<file path="src/rtl/scene_compositor.sv">
// ============================================================================
//  Module      : scene_compositor
//  Description : Per-pixel layered renderer with per-frame game-state snapshot
//                and a fixed two-stage colour pipeline.
//  Revision    : 1.0 - initial release
// ============================================================================
`default_nettype none

module scene_compositor #(
    parameter int CHAR_W   = 64,
    parameter int CHAR_H   = 96,
    parameter int SQUAT_H  = 48,
    parameter int SHIELD_M = 4,
    parameter int BUL_SZ   = 8,
    parameter int HP_SEG_W = 40,
    parameter int H_ACTIVE = 800
) (
    input  logic        clk,
    input  logic        rst,
    input  logic        i_frame_start,
    input  logic        i_px_valid,
    input  logic [10:0] i_px_x,
    input  logic [9:0]  i_px_y,
    input  logic [1:0]  i_state,
    input  logic [10:0] i_player_x,
    input  logic [9:0]  i_player_y,
    input  logic [10:0] i_enemy_x,
    input  logic [9:0]  i_enemy_y,
    input  logic [1:0]  i_player_hp,
    input  logic [1:0]  i_enemy_hp,
    input  logic        i_player_shield,
    input  logic        i_player_squat,
    input  logic        i_enemy_shield,
    input  logic        i_enemy_squat,
    input  logic [10:0] i_goodbullet_x,
    input  logic [9:0]  i_goodbullet_y,
    input  logic        i_goodbullet_isE,
    input  logic [10:0] i_badbullet_x,
    input  logic [9:0]  i_badbullet_y,
    input  logic        i_badbullet_isE,
    output logic [7:0]  o_r,
    output logic [7:0]  o_g,
    output logic [7:0]  o_b,
    output logic        o_valid,
    output logic [5:0]  o_frame_cnt
);

    localparam logic signed [11:0] c_char_w   = 12'(CHAR_W);
    localparam logic signed [11:0] c_char_h   = 12'(CHAR_H);
    localparam logic signed [11:0] c_squat_h  = 12'(SQUAT_H);
    localparam logic signed [11:0] c_shield_m = 12'(SHIELD_M);
    localparam logic signed [11:0] c_bul_sz   = 12'(BUL_SZ);
    localparam logic signed [11:0] c_seg_w    = 12'(HP_SEG_W);
    localparam logic signed [11:0] c_h_active = 12'(H_ACTIVE);
    localparam logic signed [11:0] c_bar_y    = 12'sd8;
    localparam logic signed [11:0] c_bar_h    = 12'sd16;
    localparam logic signed [11:0] c_bar_mgn  = 12'sd8;
    localparam logic signed [11:0] c_ban_x    = 12'sd320;
    localparam logic signed [11:0] c_ban_w    = 12'sd160;
    localparam logic signed [11:0] c_ban_y    = 12'sd280;
    localparam logic signed [11:0] c_ban_h    = 12'sd40;

    localparam logic [1:0] c_st_start = 2'd0;
    localparam logic [1:0] c_st_play  = 2'd1;
    localparam logic [1:0] c_st_win   = 2'd2;
    localparam logic [1:0] c_st_lose  = 2'd3;

    // Snapshot registers
    logic [1:0]  r_state;
    logic [10:0] r_player_x, r_enemy_x, r_gb_x, r_bb_x;
    logic [9:0]  r_player_y, r_enemy_y, r_gb_y, r_bb_y;
    logic [1:0]  r_player_hp, r_enemy_hp;
    logic        r_player_shield, r_player_squat, r_enemy_shield, r_enemy_squat;
    logic        r_gb_ise, r_bb_ise;
    logic [5:0]  r_frame_cnt;

    always_ff @(posedge clk or posedge rst) begin
        if (rst) begin
            r_state         <= c_st_start;
            r_player_x      <= '0;
            r_player_y      <= '0;
            r_enemy_x       <= '0;
            r_enemy_y       <= '0;
            r_player_hp     <= 2'd3;
            r_enemy_hp      <= 2'd3;
            r_player_shield <= 1'b0;
            r_player_squat  <= 1'b0;
            r_enemy_shield  <= 1'b0;
            r_enemy_squat   <= 1'b0;
            r_gb_x          <= '0;
            r_gb_y          <= '0;
            r_gb_ise        <= 1'b0;
            r_bb_x          <= '0;
            r_bb_y          <= '0;
            r_bb_ise        <= 1'b0;
            r_frame_cnt     <= '0;
        end else if (i_frame_start) begin
            r_state         <= i_state;
            r_player_x      <= i_player_x;
            r_player_y      <= i_player_y;
            r_enemy_x       <= i_enemy_x;
            r_enemy_y       <= i_enemy_y;
            r_player_hp     <= i_player_hp;
            r_enemy_hp      <= i_enemy_hp;
            r_player_shield <= i_player_shield;
            r_player_squat  <= i_player_squat;
            r_enemy_shield  <= i_enemy_shield;
            r_enemy_squat   <= i_enemy_squat;
            r_gb_x          <= i_goodbullet_x;
            r_gb_y          <= i_goodbullet_y;
            r_gb_ise        <= i_goodbullet_isE;
            r_bb_x          <= i_badbullet_x;
            r_bb_y          <= i_badbullet_y;
            r_bb_ise        <= i_badbullet_isE;
            r_frame_cnt     <= r_frame_cnt + 6'd1;
        end
    end

    function automatic logic in_span(input logic signed [11:0] p,
                                     input logic signed [11:0] a,
                                     input logic signed [11:0] l);
        return (p >= a) && (p < (a + l));
    endfunction

    // Returns {body, shield ring} for one character
    function automatic logic [1:0] char_hit(input logic signed [11:0] px,
                                            input logic signed [11:0] py,
                                            input logic signed [11:0] x,
                                            input logic signed [11:0] y,
                                            input logic squat,
                                            input logic shield);
        logic signed [11:0] top;
        logic signed [11:0] h;
        logic               body;
        logic               grown;
        top   = squat ? (y + c_char_h - c_squat_h) : y;
        h     = squat ? c_squat_h : c_char_h;
        body  = in_span(px, x, c_char_w) && in_span(py, top, h);
        grown = in_span(px, x - c_shield_m, c_char_w + c_shield_m + c_shield_m) &&
                in_span(py, top - c_shield_m, h + c_shield_m + c_shield_m);
        return {body, grown && !body && shield};
    endfunction

    logic signed [11:0] w_px, w_py;
    logic signed [11:0] w_php_len, w_ehp_len;
    logic [1:0]         w_p_hit, w_e_hit;
    logic               w_gb_hit, w_bb_hit, w_hp_hit, w_banner_hit;

    assign w_px      = $signed({1'b0, i_px_x});
    assign w_py      = $signed({2'b00, i_px_y});
    assign w_php_len = $signed({10'd0, r_player_hp}) * c_seg_w;
    assign w_ehp_len = $signed({10'd0, r_enemy_hp}) * c_seg_w;

    assign w_p_hit = char_hit(w_px, w_py, $signed({r_player_x[10], r_player_x}),
                              $signed({{2{r_player_y[9]}}, r_player_y}),
                              r_player_squat, r_player_shield);
    assign w_e_hit = char_hit(w_px, w_py, $signed({r_enemy_x[10], r_enemy_x}),
                              $signed({{2{r_enemy_y[9]}}, r_enemy_y}),
                              r_enemy_squat, r_enemy_shield);

    assign w_gb_hit = r_gb_ise &&
                      in_span(w_px, $signed({r_gb_x[10], r_gb_x}), c_bul_sz) &&
                      in_span(w_py, $signed({{2{r_gb_y[9]}}, r_gb_y}), c_bul_sz);
    assign w_bb_hit = r_bb_ise &&
                      in_span(w_px, $signed({r_bb_x[10], r_bb_x}), c_bul_sz) &&
                      in_span(w_py, $signed({{2{r_bb_y[9]}}, r_bb_y}), c_bul_sz);

    assign w_hp_hit = in_span(w_py, c_bar_y, c_bar_h) &&
                      (in_span(w_px, c_bar_mgn, w_php_len) ||
                       in_span(w_px, c_h_active - c_bar_mgn - w_ehp_len, w_ehp_len));

    assign w_banner_hit = !r_frame_cnt[5] &&
                          in_span(w_px, c_ban_x, c_ban_w) &&
                          in_span(w_py, c_ban_y, c_ban_h);

    // Stage 1: hit bits travel with the state they were evaluated against
    logic [6:0] r_s1_hit;
    logic [1:0] r_s1_state;
    logic       r_s1_valid;

    always_ff @(posedge clk or posedge rst) begin
        if (rst) begin
            r_s1_hit   <= '0;
            r_s1_state <= c_st_start;
            r_s1_valid <= 1'b0;
        end else begin
            r_s1_hit   <= {w_bb_hit, w_gb_hit, w_p_hit[1], w_e_hit[1],
                           w_p_hit[0] | w_e_hit[0], w_hp_hit, w_banner_hit};
            r_s1_state <= r_state;
            r_s1_valid <= i_px_valid;
        end
    end

    logic [23:0] w_rgb;

    always_comb begin
        w_rgb = 24'h000000;
        if (r_s1_valid) begin
            case (r_s1_state)
                c_st_play: begin
                    if      (r_s1_hit[6]) w_rgb = 24'hFF0000;
                    else if (r_s1_hit[5]) w_rgb = 24'hFFFF00;
                    else if (r_s1_hit[4]) w_rgb = 24'h00C000;
                    else if (r_s1_hit[3]) w_rgb = 24'hC000C0;
                    else if (r_s1_hit[2]) w_rgb = 24'h00FFFF;
                    else if (r_s1_hit[1]) w_rgb = 24'hFFFFFF;
                    else                  w_rgb = 24'h000000;
                end
                c_st_start: w_rgb = r_s1_hit[0] ? 24'hFFFFFF : 24'h000040;
                c_st_win:   w_rgb = 24'h004000;
                c_st_lose:  w_rgb = 24'h400000;
                default:    w_rgb = 24'h000000;
            endcase
        end
    end

    // Stage 2
    logic [23:0] r_rgb;
    logic        r_s2_valid;

    always_ff @(posedge clk or posedge rst) begin
        if (rst) begin
            r_rgb      <= '0;
            r_s2_valid <= 1'b0;
        end else begin
            r_rgb      <= w_rgb;
            r_s2_valid <= r_s1_valid;
        end
    end

    assign o_r         = r_rgb[23:16];
    assign o_g         = r_rgb[15:8];
    assign o_b         = r_rgb[7:0];
    assign o_valid     = r_s2_valid;
    assign o_frame_cnt = r_frame_cnt;

endmodule

`default_nettype wire

</file>
<file path="config.mk">
export PLATFORM = sky130hd
export DESIGN_NAME = scene_compositor
export DESIGN_NICKNAME = d
export VERILOG_FILES = /design/src/rtl/scene_compositor.sv
export SDC_FILE = /design/constraint.sdc
export NUM_CORES = 1
export LEC_CHECK = 0
export ABC_AREA = 1
export BUFFER_PORTS_ARGS = -buffer_cell sky130_fd_sc_hd__buf_2
export CORE_MARGIN = 2
export CORE_UTILIZATION = 40
export CTS_CLUSTER_DIAMETER = 60
export DETAILED_ROUTE_END_ITERATION = 8
export PLACE_DENSITY = 0.65
export SYNTH_ARGS = -nofsm -noshare
export SYNTH_HDL_FRONTEND = slang
export SYNTH_SLANG_ARGS = --single-unit
export TNS_END_PERCENT = 50
</file>
<file path="constraint.sdc">
create_clock -name clk -period 4.5 [get_ports clk]
set_input_delay 0.45 -clock clk [delete_from_list [all_inputs] [get_ports clk]]
set_output_delay 0.45 -clock clk [all_outputs]
set_load 0.02 [all_outputs]
</file>
==> qor.log <==
[final_layout] final design instance area without fill 0.01404 sq mm
[power_and_ir_drop] cell internal power dissipation 0.002795 W
[logic_synthesis] post-synthesis sequential area ratio 24.79%
[power_and_ir_drop] static leakage power 7.609 nW
[logic_synthesis] synthesized area 0.01233 sq mm
[placement] count of port buffers added during placement 151
[final_layout] multi-input logic area 0.008175 sq mm
[status] status complete, no violations
[logic_synthesis] post-synthesis xor/xnor area fraction 4.190%
[run] Max Cap Violations 0
[power_and_ir_drop] relative contribution of the clock network to total power 32.1%
[clock_network] number of buffers created by CTS 17
[sta] final period utilization 76.23%
[floorplan] die span in x 179.6 um
[placement] HPWL reported at the end of detailed placement 24,720 um
[clock_network] Post-CTS Repair Setup Buffers 0
[grt] maximum number of pins on one net before global-route repair 123
[placement] gp weighted congestion 0.8465
[grt] first-pass GRT wire length 53,320 um
[sta] count of final hold-check violations 0
[sta] Pins Over Slew Limit 0
[placement] dpl cell area 0.01342 sq mm
[clock_network] latest clock arrival within the worst-skew pair 0.44 ns
[clock_network] count of H-tree levels built during CTS 4
[final_layout] final core utilization 46.01%
[floorplan] Die ar. 0.03225 sq mm
[critical_path] crit-path max FO 5
[route] Post-DRT Antenna Nets 0
[clock_network] Clock Pin Slew Worst Setup and Hold Paths 0.07 ns
[logic_synthesis] number of synthesized flops with an enable pin 0
[clock_network] Resize count post-CTS 0
[placement] total instance count after detailed placement 2,201
[final_layout] most used cells in the layout excluding fill and tap cells sky130_fd_sc_hd__nand2_1 (423), sky130_fd_sc_hd__ha_1 (239), sky130_fd_sc_hd__inv_1 (224)
[route] Starting DRT DRC Count 554
[logic_synthesis] simple-gate share of the synthesized area 24.72%
[route] detailed-routing iteration count for the pre-antenna-repair pass 5
[power_and_ir_drop] Max rail drop VDD 0.2500 mV
[route] Final Routed Wirelength 31,860 um
[logic_synthesis] fraction of registers with async set/reset 100.0%
[route] routed vias 11,130
[logic_synthesis] synthesized netlist net count 2,053
[final_layout] most common cell after layout, fill and taps aside sky130_fd_sc_hd__nand2_1
[final_layout] share of cells above drive strength 1 13.12%
[power_and_ir_drop] total design power 0.004590 W
[sta] RSZ-0062 raised after global routing false
[power_and_ir_drop] switching component of the power 0.001795 W
[logic_synthesis] portion of netlist area occupied by mux cells 1.004%
[sta] worst clock skew on the final layout 0.01133 ns
[route] wire length per cell after detailed routing 14.26 um
[critical_path] WP data required 4.88 ns
[logic_synthesis] mean instance size in the synthesized netlist 7.293 sq um
[route] drt drc 0
[sta] accumulated negative setup slack 0 ns
[floorplan] ports placed on the boundary 152
[critical_path] startpoint types flip-flop
[clock_network] Clock Sink Count 122
[floorplan] die height 179.6 um
[logic_synthesis] number of distinct library cells after synthesis 48
[logic_synthesis] Post-Synth Adder-Cell Area 24.57%
[grt] final global-route overflow total 0
[critical_path] WP data arrival 3.81 ns
[sta] timing-limited maximum frequency 291.5 MHz
[logic_synthesis] largest family of logic cells by synthesized area simple AND/OR/NAND/NOR gates
[sta] final setup vio count 0
[sta] max-slew headroom at the worst pin 53.44%
[power_and_ir_drop] switching part of the total power 39.10%
[floorplan] total number of placement rows 64
[clock_network] Longest Clk Path Bufs 2
[critical_path] critical path class reg2reg
[floorplan] Core ar. 0.03051 sq mm
[sta] Worst Tran Pin Value 0.6983 ns
[power_and_ir_drop] part of the power in registers 28.7%
[critical_path] Worst setup EP type flip-flop
[route] drt via density 4.983
[power_and_ir_drop] power per cell area 327.0 mW/mm^2
[grt] total routing resource utilization after global routing 20.11%
[logic_synthesis] number of standard cells after synthesis 1,691
[final_layout] layout net count 2,186
[critical_path] register-to-register path setup slack 1.07 ns
[clock_network] TritonCTS clock tree done
[clock_network] total of hold buffers inserted after clock tree synthesis 0
[final_layout] count of placed standard cells in the final layout, fillers left out 2,234
[grt] number of global-route vias before repair 10,860
[grt] antenna violations before repair 2
[logic_synthesis] YS warnings 0
[final_layout] # fillers 3,077
[logic_synthesis] FF+latch count, synth 122
[sta] Tmin final 3.430 ns
[final_layout] register area 0.003058 sq mm
[logic_synthesis] ys flop type sky130_fd_sc_hd__dfrtp_1
[hold_path] class of the tightest hold or removal check in2reg
[logic_synthesis] compound-cell area share of the yosys netlist 11.80%
[power_and_ir_drop] Comb pwr share 39.2%
[clock_network] clock tree root buffer cell sky130_fd_sc_hd__clkbuf_16
[floorplan] Initial Util 40.42%
[final_layout] area delta synth->final 13.82%
-- layout make-up --
| cell class | instances | share of cell area, % |
|---|---|---|
| multi-input cells | 1293 | 58.24 |
| flip-flops and latches | 122 | 21.78 |
| inverters | 236 | 6.329 |
| repair buffers | 154 | 5.740 |
| well taps | 396 | 3.530 |
| clock buffers | 17 | 3.031 |
| clock inverters | 15 | 1.328 |
| diodes | 1 | 0.01783 |
-- power groups by stage --
| stage | Combinational, W | Clock [W] | Sequential, W |
|---|---|---|---|
| after floorplan | 0.00130 | 0 | 0.00135 |
| final | 0.00180 | 0.00147 | 0.00132 |
| after global routing | 0.00210 | 0.00154 | 0.00134 |
| after CTS | 0.00181 | 0.00151 | 0.00132 |
| after detailed placement | 0.00179 | 0 | 0.00134 |
| after global placement | 0.00173 | 0 | 0.00133 |
-- flip-flops by register name, indices dropped and copies added, names as in the netlist, 2 cells and up --
| name | flops |
|---|---|
| r_enemy_y | 10 |
| r_player_y | 10 |
| r_s1_hit | 7 |
| r_enemy_hp | 2 |
| r_gb_x | 11 |
| r_bb_x | 11 |
| r_state | 2 |
| r_player_hp | 2 |
| r_gb_y | 10 |
| r_s1_state | 2 |
| r_player_x | 11 |
| r_bb_y | 10 |
| r_enemy_x | 11 |
| r_rgb | 9 |
| o_frame_cnt | 6 |
-- path summary, 6_finish.rpt --
kind | startpoint | end | cells after the start
setup / recovery | r_enemy_y[4]$_DFFE_PP0P_ | r_s1_hit[2]$_DFF_PP0_ | 27
hold / removal | i_px_valid | r_s1_valid$_DFF_PP0_ | 1
setup reg to reg | r_enemy_y[4]$_DFFE_PP0P_ | r_s1_hit[2]$_DFF_PP0_ | 27
max in group asynchronous | rst | r_enemy_y[0]$_DFFE_PP0P_ | 3
min in group asynchronous | rst | r_bb_x[4]$_DFFE_PP0P_ | 3
hold reg to reg | r_state[1]$_DFFE_PP0P_ | r_s1_state[1]$_DFF_PP0_ | 0
-- synth_stat cells, types with 2 or more instances --
master | number | area share, %
sky130_fd_sc_hd__nand4_1 | 23 | 1.2
sky130_fd_sc_hd__o211ai_1 | 5 | 0.30
sky130_fd_sc_hd__o21ai_0 | 115 | 4.7
sky130_fd_sc_hd__mux2_2 | 11 | 1.0
sky130_fd_sc_hd__a21boi_0 | 3 | 0.18
sky130_fd_sc_hd__xnor2_1 | 19 | 1.3
sky130_fd_sc_hd__a21o_1 | 4 | 0.24
sky130_fd_sc_hd__nand2_1 | 423 | 13
sky130_fd_sc_hd__o21bai_1 | 4 | 0.24
sky130_fd_sc_hd__nand2_4 | 4 | 0.37
sky130_fd_sc_hd__nand3_2 | 3 | 0.24
sky130_fd_sc_hd__nor3b_1 | 2 | 0.12
sky130_fd_sc_hd__nor3_1 | 33 | 1.3
sky130_fd_sc_hd__buf_4 | 15 | 0.91
sky130_fd_sc_hd__o31ai_1 | 5 | 0.30
sky130_fd_sc_hd__fa_1 | 2 | 0.32
sky130_fd_sc_hd__xor2_1 | 40 | 2.8
sky130_fd_sc_hd__nor2_1 | 101 | 3.1
sky130_fd_sc_hd__or2_2 | 3 | 0.15
sky130_fd_sc_hd__o21a_1 | 6 | 0.37
sky130_fd_sc_hd__nor2_4 | 2 | 0.18
sky130_fd_sc_hd__o2111ai_1 | 2 | 0.14
sky130_fd_sc_hd__a21oi_1 | 103 | 4.2
sky130_fd_sc_hd__inv_2 | 10 | 0.30
sky130_fd_sc_hd__nand3_1 | 101 | 4.1
sky130_fd_sc_hd__clkbuf_1 | 15 | 0.46
sky130_fd_sc_hd__nor2_2 | 3 | 0.15
sky130_fd_sc_hd__o21ai_1 | 4 | 0.16
sky130_fd_sc_hd__dfrtp_1 | 118 | 24
sky130_fd_sc_hd__nand3b_1 | 4 | 0.24
sky130_fd_sc_hd__buf_1 | 9 | 0.27
sky130_fd_sc_hd__ha_1 | 239 | 24
sky130_fd_sc_hd__dfstp_2 | 4 | 0.85
sky130_fd_sc_hd__nand2_2 | 12 | 0.61
sky130_fd_sc_hd__a211oi_1 | 4 | 0.24
sky130_fd_sc_hd__inv_1 | 225 | 6.8
sky130_fd_sc_hd__a31oi_1 | 4 | 0.20
-- worst max-delay path, cell delays in order, from the launching register on --
cell	delay [ns]
sky130_fd_sc_hd__dfrtp_1	0.35
sky130_fd_sc_hd__inv_1	0.14
sky130_fd_sc_hd__ha_1	0.26
sky130_fd_sc_hd__inv_1	0.07
sky130_fd_sc_hd__nand3_1	0.16
sky130_fd_sc_hd__nand3_2	0.16
sky130_fd_sc_hd__nand2_4	0.13
sky130_fd_sc_hd__inv_1	0.04
sky130_fd_sc_hd__nor2_1	0.13
sky130_fd_sc_hd__inv_1	0.07
sky130_fd_sc_hd__ha_1	0.29
sky130_fd_sc_hd__inv_1	0.07
sky130_fd_sc_hd__o21bai_1	0.12
sky130_fd_sc_hd__nand2_1	0.08
sky130_fd_sc_hd__nand2_2	0.08
sky130_fd_sc_hd__nand2_1	0.06
sky130_fd_sc_hd__ha_1	0.30
sky130_fd_sc_hd__nand2_1	0.08
sky130_fd_sc_hd__nor2_1	0.04
sky130_fd_sc_hd__a211oi_1	0.16
sky130_fd_sc_hd__o21ai_0	0.12
sky130_fd_sc_hd__nand3_1	0.08
sky130_fd_sc_hd__nand2_1	0.05
sky130_fd_sc_hd__nand2_1	0.05
sky130_fd_sc_hd__nand2_1	0.04
sky130_fd_sc_hd__nor2_1	0.09
sky130_fd_sc_hd__nand2_1	0.07
sky130_fd_sc_hd__nand2_1	0.07
-- metrics by stage --
| step | setup slack (ns) | hold slack, ns |
|---|---|---|
| 6_report | 1.070 | 0.1350 |
| 5_1_grt | 0.6314 | 0.1209 |
| 4_1_cts | 1.062 | 0.1116 |
| 3_5_place_dp | 1.074 | 0.3602 |
| 3_3_place_gp | 1.221 | 0.3571 |
| 2_1_floorplan | 0.8141 | 0.3501 |
-- metal layers --
layer  track usage, %  routed length [um]  up-vias
met1            27.86               15790     5067
li1                 -                   -     5837
met4            5.333                 499        2
met2            32.57               14410      195
met3            3.221                1147       32
met5                0                   7        -
-- cells by family after synthesis --
group	after synthesis
simple gates	716
buf+inv	276
compound gates	266
fa+ha+maj	241
flops	122
xor+xnor	59
mux	11
(Power assumes the default switching activity.)
